## config.mk

```make
export PLATFORM = sky130hd
export DESIGN_NAME = io_mmio
export DESIGN_NICKNAME = d
export VERILOG_FILES = /design/src/rtl/io_mmio_pkg.sv /design/src/rtl/io_mmio_counter.sv /design/src/rtl/io_mmio.sv
export SDC_FILE = /design/constraint.sdc
export NUM_CORES = 1
export LEC_CHECK = 0
export ABC_AREA = 0
export CORE_MARGIN = 2
export CORE_UTILIZATION = 52
export DETAILED_ROUTE_END_ITERATION = 7
export HOLD_SLACK_MARGIN = 0.02
export PLACE_DENSITY_LB_ADDON = 0.2
export SYNTH_ARGS = -nofsm -noshare
export SYNTH_HDL_FRONTEND = slang
export SYNTH_SLANG_ARGS = --single-unit
```

## constraint.sdc

```tcl
create_clock -name clk -period 5 [get_ports clk]
set_input_delay 1 -clock clk [delete_from_list [all_inputs] [get_ports clk]]
set_output_delay 1 -clock clk [all_outputs]
set_load 0.1 [all_outputs]
```

## src/rtl/io_mmio_pkg.sv

```systemverilog
// io_mmio_pkg -- shared definitions for the io_mmio I/O window.
//   * Register offsets inside the 64-byte window (addr[5:0]).
//   * TX handshake FSM state encoding.
//   * Counter width used by io_mmio_counter.
package io_mmio_pkg;

  localparam int CNT_W = 32;

  localparam logic [5:0] OFF_CTRL   = 6'h00;  // RO: {rx valid, tx ready}
  localparam logic [5:0] OFF_RXDATA = 6'h04;  // RO: received byte
  localparam logic [5:0] OFF_TXDATA = 6'h08;  // WO: transmit byte
  localparam logic [5:0] OFF_CYCLE  = 6'h10;  // RO: cycle counter
  localparam logic [5:0] OFF_INSTR  = 6'h14;  // RO: retired-instruction counter
  localparam logic [5:0] OFF_CLR    = 6'h18;  // WO: any store clears counters
  localparam logic [5:0] OFF_BRANCH = 6'h1C;  // RO: branch counter (optional)
  localparam logic [5:0] OFF_BRCORR = 6'h20;  // RO: correct-prediction counter (optional)

  typedef enum logic {
    TX_IDLE = 1'b0,
    TX_PEND = 1'b1
  } tx_state_t;

endpackage

```

## src/rtl/io_mmio_counter.sv

```systemverilog
// io_mmio_counter -- 32-bit wrapping event counter.
// Ports:
//   clk   : system clock
//   rst   : synchronous active-high reset (clears count)
//   inc   : count one event this cycle
//   clr   : clear request; wins over inc
//   count : current value
module io_mmio_counter
  import io_mmio_pkg::*;
(
  input  logic             clk,
  input  logic             rst,
  input  logic             inc,
  input  logic             clr,
  output logic [CNT_W-1:0] count
);

  always_ff @(posedge clk) begin
    if (rst || clr) begin
      count <= '0;
    end else if (inc) begin
      count <= count + CNT_W'(1);
    end
  end

endmodule

```

## src/rtl/io_mmio.sv

```systemverilog
// io_mmio -- memory-mapped I/O window: UART TX/RX ready/valid bridge plus
// cycle and retired-instruction performance counters.
// Optional feature macro: IO_MMIO_BRANCH_CNT_EN adds branch_valid /
// branch_taken_correct inputs and two branch counters at 0x1C / 0x20.
// Ports:
//   clk, rst                 : clock, synchronous active-high reset
//   addr, wdata, we, re      : CPU load/store port (one-cycle strobes)
//   rdata                    : load data, registered, 0 when not following re
//   instr_retired            : one pulse per retired instruction
//   tx_data_in[_valid/_ready]: byte link to the UART transmitter
//   rx_data_out[_valid/_ready]: byte link from the UART receiver
module io_mmio
  import io_mmio_pkg::*;
#(
  parameter logic [31:0] BASE_ADDR = 32'h8000_0000
)
(
  input  logic        clk,
  input  logic        rst,
  input  logic [31:0] addr,
  input  logic [31:0] wdata,
  input  logic        we,
  input  logic        re,
  output logic [31:0] rdata,
  input  logic        instr_retired,
  output logic [7:0]  tx_data_in,
  output logic        tx_data_in_valid,
  input  logic        tx_data_in_ready,
  input  logic [7:0]  rx_data_out,
  input  logic        rx_data_out_valid,
  output logic        rx_data_out_ready
`ifdef IO_MMIO_BRANCH_CNT_EN
  ,
  input  logic        branch_valid,
  input  logic        branch_taken_correct
`endif
);

  logic        hit;
  logic [5:0]  off;
  logic        rd;
  logic        wr;
  logic        clr_cnt;
  logic        tx_store;
  logic        tx_free;
  logic [31:0] rd_mux;
  logic [31:0] cyc_cnt;
  logic [31:0] ins_cnt;
  tx_state_t   state;
  tx_state_t   state_next;
  logic        tx_load;
  logic        unused_wdata;

  assign unused_wdata = ^wdata[31:8];

  assign hit      = (addr[31:6] == BASE_ADDR[31:6]);
  assign off      = addr[5:0];
  assign rd       = re && hit;
  assign wr       = we && hit;
  assign clr_cnt  = wr && (off == OFF_CLR);
  assign tx_store = wr && (off == OFF_TXDATA);
  assign tx_free  = tx_data_in_ready && (state == TX_IDLE);

  // The receiver sees ready in the same cycle as the load, so the byte it
  // presents is the one captured into rdata.
  assign rx_data_out_ready = !rst && rd && (off == OFF_RXDATA) && rx_data_out_valid;

  io_mmio_counter u_cyc_cnt (
    .clk   (clk),
    .rst   (rst),
    .inc   (1'b1),
    .clr   (clr_cnt),
    .count (cyc_cnt)
  );

  io_mmio_counter u_ins_cnt (
    .clk   (clk),
    .rst   (rst),
    .inc   (instr_retired),
    .clr   (clr_cnt),
    .count (ins_cnt)
  );

`ifdef IO_MMIO_BRANCH_CNT_EN
  logic [31:0] br_cnt;
  logic [31:0] brc_cnt;

  io_mmio_counter u_br_cnt (
    .clk   (clk),
    .rst   (rst),
    .inc   (branch_valid),
    .clr   (clr_cnt),
    .count (br_cnt)
  );

  io_mmio_counter u_brc_cnt (
    .clk   (clk),
    .rst   (rst),
    .inc   (branch_valid && branch_taken_correct),
    .clr   (clr_cnt),
    .count (brc_cnt)
  );
`endif

  always_comb begin
    rd_mux = '0;
    case (off)
      OFF_CTRL:   rd_mux = {30'b0, rx_data_out_valid, tx_free};
      OFF_RXDATA: rd_mux = {24'b0, rx_data_out};
      OFF_CYCLE:  rd_mux = cyc_cnt;
      OFF_INSTR:  rd_mux = ins_cnt;
`ifdef IO_MMIO_BRANCH_CNT_EN
      OFF_BRANCH: rd_mux = br_cnt;
      OFF_BRCORR: rd_mux = brc_cnt;
`endif
      default:    rd_mux = '0;
    endcase
  end

  always_ff @(posedge clk) begin
    if (rst) begin
      rdata <= '0;
    end else if (rd) begin
      rdata <= rd_mux;
    end else begin
      rdata <= '0;
    end
  end

  // TX FSM: a byte is accepted only in IDLE; stores arriving while a byte
  // is pending are dropped so the pending byte stays stable.
  always_comb begin
    state_next       = state;
    tx_load          = 1'b0;
    tx_data_in_valid = 1'b0;
    case (state)
      TX_IDLE: begin
        if (tx_store) begin
          tx_load    = 1'b1;
          state_next = TX_PEND;
        end
      end
      TX_PEND: begin
        tx_data_in_valid = 1'b1;
        if (tx_data_in_ready) begin
          state_next = TX_IDLE;
        end
      end
      default: state_next = TX_IDLE;
    endcase
  end

  always_ff @(posedge clk) begin
    if (rst) begin
      state      <= TX_IDLE;
      tx_data_in <= '0;
    end else begin
      state <= state_next;
      if (tx_load) begin
        tx_data_in <= wdata[7:0];
      end
    end
  end

endmodule

```

==> impl_metrics.toml, run 1 <==
[setup_path]
crit_chain = "clkdlybuf4s50_1 -> nor4b_1 -> nand4_1 -> nor2_1 -> nand4b_1 -> nor3_1 -> buf_12"
arrival_ps = 2810
crit_type = "in -> out"
crit_fanout = 2
critical_path.top_delay_family = "simple AND/OR/NAND/NOR gates"
required_ps = 4000
rr_worst_depth = 4
cp_slowest_cell = "clkdlybuf4s50_1"
r2r_slack_ps = 2630
r2r_end = "u_ins_cnt.count[30]"
startpoint_type = "input port"
end_kind = "output port"
reg2reg_from = "u_ins_cnt.count[2]"
critPathMaxStageDelay_ps = 400
path_buf_inv = 2

[global_route]
grt.total_usage = 0.2263
gr-total-overflow = 0
met2_usage = 0.3531
grt.busiest_layer = "met2"
met3_usage = 0.03681
grt_antenna_before_repair = 0
use_met1 = 0.3044
grt_max_degree = 36
grt_pass1_wl_mm = 16.26
grt_pass1_vias = 3405

[final_layout]
n_antenna_cell = 0
multi_input_area_sq_um = 2151
final.fill_count = 658
final-instance-count-excl-fill = 689
layout_common_cells = "nor2_1 (124), dfxtp_1 (105), clkdlybuf4s50_1 (95), xnor2_1 (44), a22oi_1 (31)"
regArea_sq_um = 2102
final_common_cell = "nor2_1"
fin_nets = 660
area_growth_pct = 27.95
layout-drive-gt1-share = 0.05822

[timing]
fin_tns_setup_ps = 0
max_freq_mhz = 262.3
hold_viol_final = 0
drv_slew = 0
grt_setup_unrepaired = "false"
relSlewSlack = 0.3230
setup_violations = 0
period_share = 0.7625
worst_slew_pin_slew_ps = 1012
finClkSkew_ps = 16.39
period_needed_ps = 3813
whs_ps = 486.9

[floorplan]
die_area_sq_um = 9204
initial_core_util = 0.5349
die_width_microns = 95.94
core_area_sq_um = 8217
die_h_microns = 95.94
io_pins = 121
rows = 33

[yosys]
syn-cell-area_sq_um = 4395
ys_seq_area_frac = 0.4782
synth_flop_cell = "dfxtp_1"
synthesis.nets = 575
synth_top_area_cell = "dfxtp_1"
avgSynthCellArea_sq_um = 8.898
synth_edf_count = 0
synth_top_area_frac = 0.4782
async_flop_share = 0
netlist_instances = 494
ys_seq_elements = 105
synthDistinctLibCells = 34
ys.warnings.count = 0
synthTopCellsByArea = "dfxtp_1 (48%), nor2_1 (11%), xnor2_1 (8.8%)"

[pwr]
totalPowerFinal_mw = 1.423
p_leak_nw = 1.805
powerDensity_nw_per_um2 = 253.0
peakVddDrop_mv = 0.1554

[place]
placedCellCount = 673
finalWeightedCongestion = 0.7925
dp_hpwl_mm = 7.175
port_buffers = 96

[clocking]
clockBufferDepth = 2
cts.htree.levels = 3
clkTransAtPathRegs_ps = 90
cts_buffers = 9
cts.repair.resized = 0
post_cts_buffers = 0
clockRootBuffer = "clkbuf_8"
tritoncts = "built"
hold_buffers = 0
clk_latency_ps = 360
clock-sinks = 105

[outcome]
status = "finished, final reports clean"

[worst_hold_path]
hold_depth = 1
hold_start = "u_cyc_cnt.count[0]"
min_to = "u_cyc_cnt.count[0]"
hold_class = "reg -> reg"

[routing]
routed_wl_mm = 10.14
firstDrtPassIters = 5
via_per_inst = 5.507
drtAntennaViolNets = 0
first_iter_violations = 223
vias = 3794
drc = 0
wl_per_cell_microns = 14.72

[job]
max_cap_viol_count = 0
routing by layer:
layer | wire (microns) | vias to the layer above | share of wire
li1 | - | 1855 | -
met1 | 4712 | 1795 | 0.46
met2 | 4656 | 119 | 0.46
met3 | 486 | 25 | 0.048
met4 | 284 | 0 | 0.028
met5 | 0 | - | 0
registers in the layout (all words and copies together) (netlist names):
signal / cells
rdata: 32
u_cyc_cnt.count: 32
u_ins_cnt.count: 32
tx_data_in: 8
state: 1
through the flow:
stage	util	instance area (sq um)	setup slack, ps
after floorplan	-	4395	129.6
after global placement	0.6613	5434	1203
after detailed placement	0.6613	5434	1163
after CTS	0.6845	5624	1153
after global routing	0.6845	5624	1030
final	0.6845	5624	1187
area by class of cell:
class                      count  share of cell area
clock buffer                  13             0.03003
sequential                   105              0.3737
multi-input combinational    351              0.3824
clock inverter                 3            0.003782
inverter                      11            0.007341
tap                          105             0.02336
timing repair buffer         101              0.1793
cells by family after synthesis:
kind of cell | synth area share
adder cells (fa/ha/maj) | 0.005692
AND/OR/NAND/NOR | 0.2596
AO/OA/AOI/OAI | 0.06205
flip-flops | 0.4782
XOR/XNOR | 0.1196
multiplexers | 0.04099
buffers and inverters | 0.03387
worst max path at each step:
stage | from | to | slack [ps] | cells after the start
2_1_floorplan | addr[7] | rx_data_out_ready | 130 | 5
3_3_place_gp | addr[7] | rx_data_out_ready | 1200 | 7
3_5_place_dp | addr[7] | rx_data_out_ready | 1160 | 7
4_1_cts | addr[7] | rx_data_out_ready | 1150 | 7
5_1_grt | addr[12] | rx_data_out_ready | 1030 | 7
6_report | addr[7] | rx_data_out_ready | 1190 | 7
Yosys cell counts, drive strengths merged (2+ instances only):
cell      n
nor4     13
nand2    18
nand4    14
a22oi    31
nand3    22
xor2     16
mux2      6
and4     11
ha        2
buf       8
and3      7
inv      11
clkbuf   19
nor3     16
nor2    124
or4       2
dfxtp   105
and2      3
nor4b     2
xnor2    44
a21oi     3
mux2i     9
where the power goes:
part | leakage, nW | internal [mW] | switching, mW | total [mW]
registers | 0.846 | 0.839 | 0.00425 | 0.844
logic | 0.863 | 0.0506 | 0.0298 | 0.0804
clock network | 0.0960 | 0.224 | 0.275 | 0.499
Note: power is estimated with default switching activity, not from simulation.
==> run 2, diff against run 1 <==
--- a/config.mk
+++ b/config.mk
@@ -7,7 +7,7 @@
 export LEC_CHECK = 0
 export ABC_AREA = 0
 export CORE_MARGIN = 2
-export CORE_UTILIZATION = 52
+export CORE_UTILIZATION = 43
 export DETAILED_ROUTE_END_ITERATION = 7
 export HOLD_SLACK_MARGIN = 0.02
 export PLACE_DENSITY_LB_ADDON = 0.2
==> constraint.sdc (replaced) <==
create_clock -name clk -period 3.2 [get_ports clk]
set_input_delay 0.64 -clock clk [delete_from_list [all_inputs] [get_ports clk]]
set_output_delay 0.64 -clock clk [all_outputs]
set_load 0.1 [all_outputs]
==> impl_metrics.toml, run 2 (synthesis results as in run 1) <==
[outcome]
status = "finished, final reports clean"

[final_layout]
area_growth_pct = 29.29
n_antenna_cell = 0
final_common_cell = "nor2_1"
layout_common_cells = "nor2_1 (124), dfxtp_1 (105), clkdlybuf4s50_1 (54), buf_4 (50), xnor2_1 (44)"
fin_nets = 666
layout-drive-gt1-share = 0.1407
stdcell_area_sq_um = 5683
reg_top3 = "rdata x32, u_cyc_cnt.count x32, u_ins_cnt.count x32"

[clocking]
post_cts_buffers = 0
cts_buffers = 9
tritoncts = "built"
clkTransAtPathRegs_ps = 90
clk_latency_ps = 360
cts.repair.resized = 0
clock-sinks = 105
clockBufferDepth = 2
hold_buffers = 0
cts.htree.levels = 3
clockRootBuffer = "clkbuf_8"

[routing]
firstDrtPassIters = 4
via_per_inst = 5.108
wl_per_cell_microns = 14.20
drtAntennaViolNets = 0
first_iter_violations = 175
vias = 3693
wl_met3_microns = 410
drc = 0
routed_wl_mm = 10.27
highest_layer = "met4"
dr_wl_met2_mm = 4.644
wl_met1_mm = 5.009

[worst_hold_path]
hold_class = "reg -> reg"

[global_route]
grt_pass1_vias = 3551
grt.total_usage = 0.1933
gr-total-overflow = 0
grt_max_degree = 50
grt_antenna_before_repair = 0
grt_pass1_wl_mm = 17.32

[timing]
drv_slew = 0
period_needed_ps = 2998
whs_ps = 465.1
period_share = 0.9367
grt_setup_unrepaired = "false"
setup_violations = 0
max_freq_mhz = 333.6
finClkSkew_ps = 9.048
fin_tns_setup_ps = 0
hold_viol_final = 0
relSlewSlack = 0.6828
worst_slew_pin_slew_ps = 474.8

[floorplan]
io_pins = 121
rows = 36
die_area_sq_um = 11050
initial_core_util = 0.4456
die_h_microns = 105.1
die_width_microns = 105.1
core_area_sq_um = 9864

[pwr]
powerDensity_nw_per_um2 = 416.3
p_leak_nw = 1.949
peakVddDrop_mv = 0.2640

[place]
port_buffers = 96
finalWeightedCongestion = 0.7571
dp_hpwl_mm = 7.221
place_area_sq_um = 5448

[setup_path]
startpoint_type = "input port"
critPathMaxStageDelay_ps = 400
cp_slowest_cell = "clkdlybuf4s50_1"
crit_type = "in -> out"
required_ps = 2560
critical_path.top_delay_family = "simple AND/OR/NAND/NOR gates"
crit_fanout = 2
path_buf_inv = 2
crit_chain = "clkdlybuf4s50_1 -> nor4b_1 -> nand4_1 -> nor2_1 -> nand4b_1 -> nor3_4 -> buf_12"
end_kind = "output port"
arrival_ps = 2360

[job]
max_cap_viol_count = 0
## run 2: cell types whose count changed in the layout (fill, tap and decap cells not counted), sizes merged
cell / previous run / this run
buf: 6 / 53
clkdlybuf4s50: 95 / 54
bufinv: 0 / 2
clkbuf: 13 / 11
## run 2: area by class of cell
class	instances	area [sq um]
fillers	878	4182
multi-input cells	351	2168
flip-flops and latches	105	2102
repair buffers	107	975.9
well taps	133	166.4
clock buffers	11	141.4
clock inverters	5	87.58
inverters	11	41.29
## run 2: final timing paths
check        slack [ps]                 from  depth (start not counted)             endpoint
max reg2reg        1130  u_ins_cnt.count[11]                          4  u_ins_cnt.count[30]
min                 470   u_cyc_cnt.count[0]                          1   u_cyc_cnt.count[0]
max                 200              addr[7]                          7    rx_data_out_ready
min reg2reg         470   u_cyc_cnt.count[0]                          1   u_cyc_cnt.count[0]
## run 2: report_power, final
group | switching, mW | internal (mW) | leakage (nW)
logic | 0.0481 | 0.0829 | 0.991
registers | 0.00723 | 1.31 | 0.846
clock network | 0.446 | 0.469 | 0.112
## run 2: layer usage
layer	global-route usage	up-vias
li1	-	1865
met1	0.2672	1718
met2	0.2992	93
met3	0.03244	17
met4	0.07905	0
met5	0	-
## run 2: per-stage QoR
stage	setup WS (ps)	util	std cells	power, mW
after global routing	1.411	0.5761	723	2.459
after floorplan	263.5	-	494	1.393
after detailed placement	202.9	0.5523	707	1.480
after CTS	191.8	0.5755	723	2.390
after global placement	217.9	0.5523	707	1.477
final	202.5	0.5761	723	2.366
==> run 3, diff against run 2 <==
--- a/config.mk
+++ b/config.mk
@@ -6,6 +6,7 @@
 export NUM_CORES = 1
 export LEC_CHECK = 0
 export ABC_AREA = 0
+export CORE_ASPECT_RATIO = 1.1
 export CORE_MARGIN = 2
 export CORE_UTILIZATION = 43
 export DETAILED_ROUTE_END_ITERATION = 7
==> impl_metrics.toml, run 3 (synthesis results as in run 1) <==
[outcome]
status = "finished, final reports clean"

[routing]
routed_wl_mm = 10.41
first_iter_violations = 175
drc = 0
via_per_inst = 5.240
dr_wl_met2_mm = 5.074
wl_met1_mm = 4.482
wl_met3_microns = 736
vias = 3710
wl_per_cell_microns = 14.70
highest_layer = "met4"
drtAntennaViolNets = 0
firstDrtPassIters = 4

[pwr]
powerDensity_nw_per_um2 = 426.7
p_leak_nw = 1.952
peakVddDrop_mv = 0.1921

[setup_path]
arrival_ps = 2410
critical_path.top_delay_family = "simple AND/OR/NAND/NOR gates"
crit_chain = "clkdlybuf4s50_1 -> nor4b_1 -> nand4_1 -> nor2_1 -> nand4b_1 -> nor3_4 -> buf_12"
end_kind = "output port"
critPathMaxStageDelay_ps = 400
cp_slowest_cell = "clkdlybuf4s50_1"
path_buf_inv = 2
startpoint_type = "input port"
crit_type = "in -> out"
crit_fanout = 2
required_ps = 2560

[floorplan]
die_area_sq_um = 11050
core_area_sq_um = 9889
io_pins = 121
die_h_microns = 110.0
rows = 38
die_width_microns = 100.4
initial_core_util = 0.4445

[global_route]
grt_pass1_vias = 3616
grt_antenna_before_repair = 0
gr-total-overflow = 0
grt_max_degree = 65
grt_pass1_wl_mm = 16.93
grt.total_usage = 0.1935

[place]
dp_hpwl_mm = 7.425
finalWeightedCongestion = 0.8296
placedCellCount = 693
port_buffers = 96

[timing]
hold_viol_final = 0
max_freq_mhz = 328.1
setup_violations = 0
relSlewSlack = 0.6832
period_needed_ps = 3048
period_share = 0.9524
whs_ps = 504.2
finClkSkew_ps = 10.09
grt_setup_unrepaired = "false"
fin_tns_setup_ps = 0
worst_slew_pin_slew_ps = 470.9
drv_slew = 0

[clocking]
post_cts_buffers = 0
clk_latency_ps = 360
cts.htree.levels = 3
cts_buffers = 9
tritoncts = "built"
clockRootBuffer = "clkbuf_8"
hold_buffers = 0
clock-sinks = 105
clkTransAtPathRegs_ps = 90
clockBufferDepth = 2
cts.repair.resized = 0

[final_layout]
fin_nets = 665
final.fill_count = 880
final_common_cell = "nor2_1"
reg_top3 = "rdata x32, u_cyc_cnt.count x32, u_ins_cnt.count x32"
area_growth_pct = 28.61
final-instance-count-excl-fill = 708
layout_common_cells = "nor2_1 (124), dfxtp_1 (105), clkdlybuf4s50_1 (54), buf_4 (50), xnor2_1 (44)"
layout-drive-gt1-share = 0.1378
n_antenna_cell = 0

[job]
max_cap_viol_count = 0

[worst_hold_path]
hold_class = "reg -> reg"
==> run 3: layer usage <==
layer  up-vias  track usage
li1       1866            -
met1      1723       0.2307
met2       111       0.3456
met3        10      0.03026
met4         0      0.08415
met5         -            0
==> run 3: power breakdown <==
part / leakage [nW] / switching, mW / total [mW] / internal, mW
combinational: 0.983 / 0.0485 / 0.131 / 0.0820
sequential: 0.846 / 0.00680 / 1.32 / 1.31
clock: 0.122 / 0.427 / 0.963 / 0.537
==> run 3: path summary, 6_finish.rpt <==
| check | from | cells past startpoint | endpoint | slack, ps |
|---|---|---|---|---|
| worst max-delay path | addr[7] | 7 | rx_data_out_ready | 150 |
| worst min-delay path | u_cyc_cnt.count[0] | 1 | u_cyc_cnt.count[0] | 500 |
| worst max register to register | u_ins_cnt.count[11] | 4 | u_ins_cnt.count[30] | 1110 |
| worst min register to register | u_cyc_cnt.count[0] | 1 | u_cyc_cnt.count[0] | 500 |
==> run 3: worst reg2reg max path, delay by kind of cell (launching register included) <==
family          cells  cell delay, ps
flops               1             450
compound gates      1             140
simple gates        3            1440
==> run 3: final cells by class <==
type | count | area [sq um] | share of cell area
Clock inverter | 5 | 103.9 | 0.01837
Multi-Input combinational cell | 351 | 2162 | 0.3825
Tap cell | 120 | 150.1 | 0.02656
Timing Repair Buffer | 106 | 955.9 | 0.1691
Clock buffer | 10 | 137.6 | 0.02435
Sequential cell | 105 | 2102 | 0.3718
Inverter | 11 | 41.29 | 0.007304
==> run 3: through the flow <==
step | worst slack, ps | util | instance area (sq um) | power [mW]
2_1_floorplan | 263.5 | - | 4407 | 1.393
3_3_place_gp | 187.0 | 0.5472 | 5411 | 1.477
3_5_place_dp | 124.2 | 0.5472 | 5411 | 1.479
4_1_cts | 124.5 | 0.5716 | 5653 | 2.438
5_1_grt | 59.91 | 0.5716 | 5653 | 2.508
6_report | 152.3 | 0.5716 | 5653 | 2.412
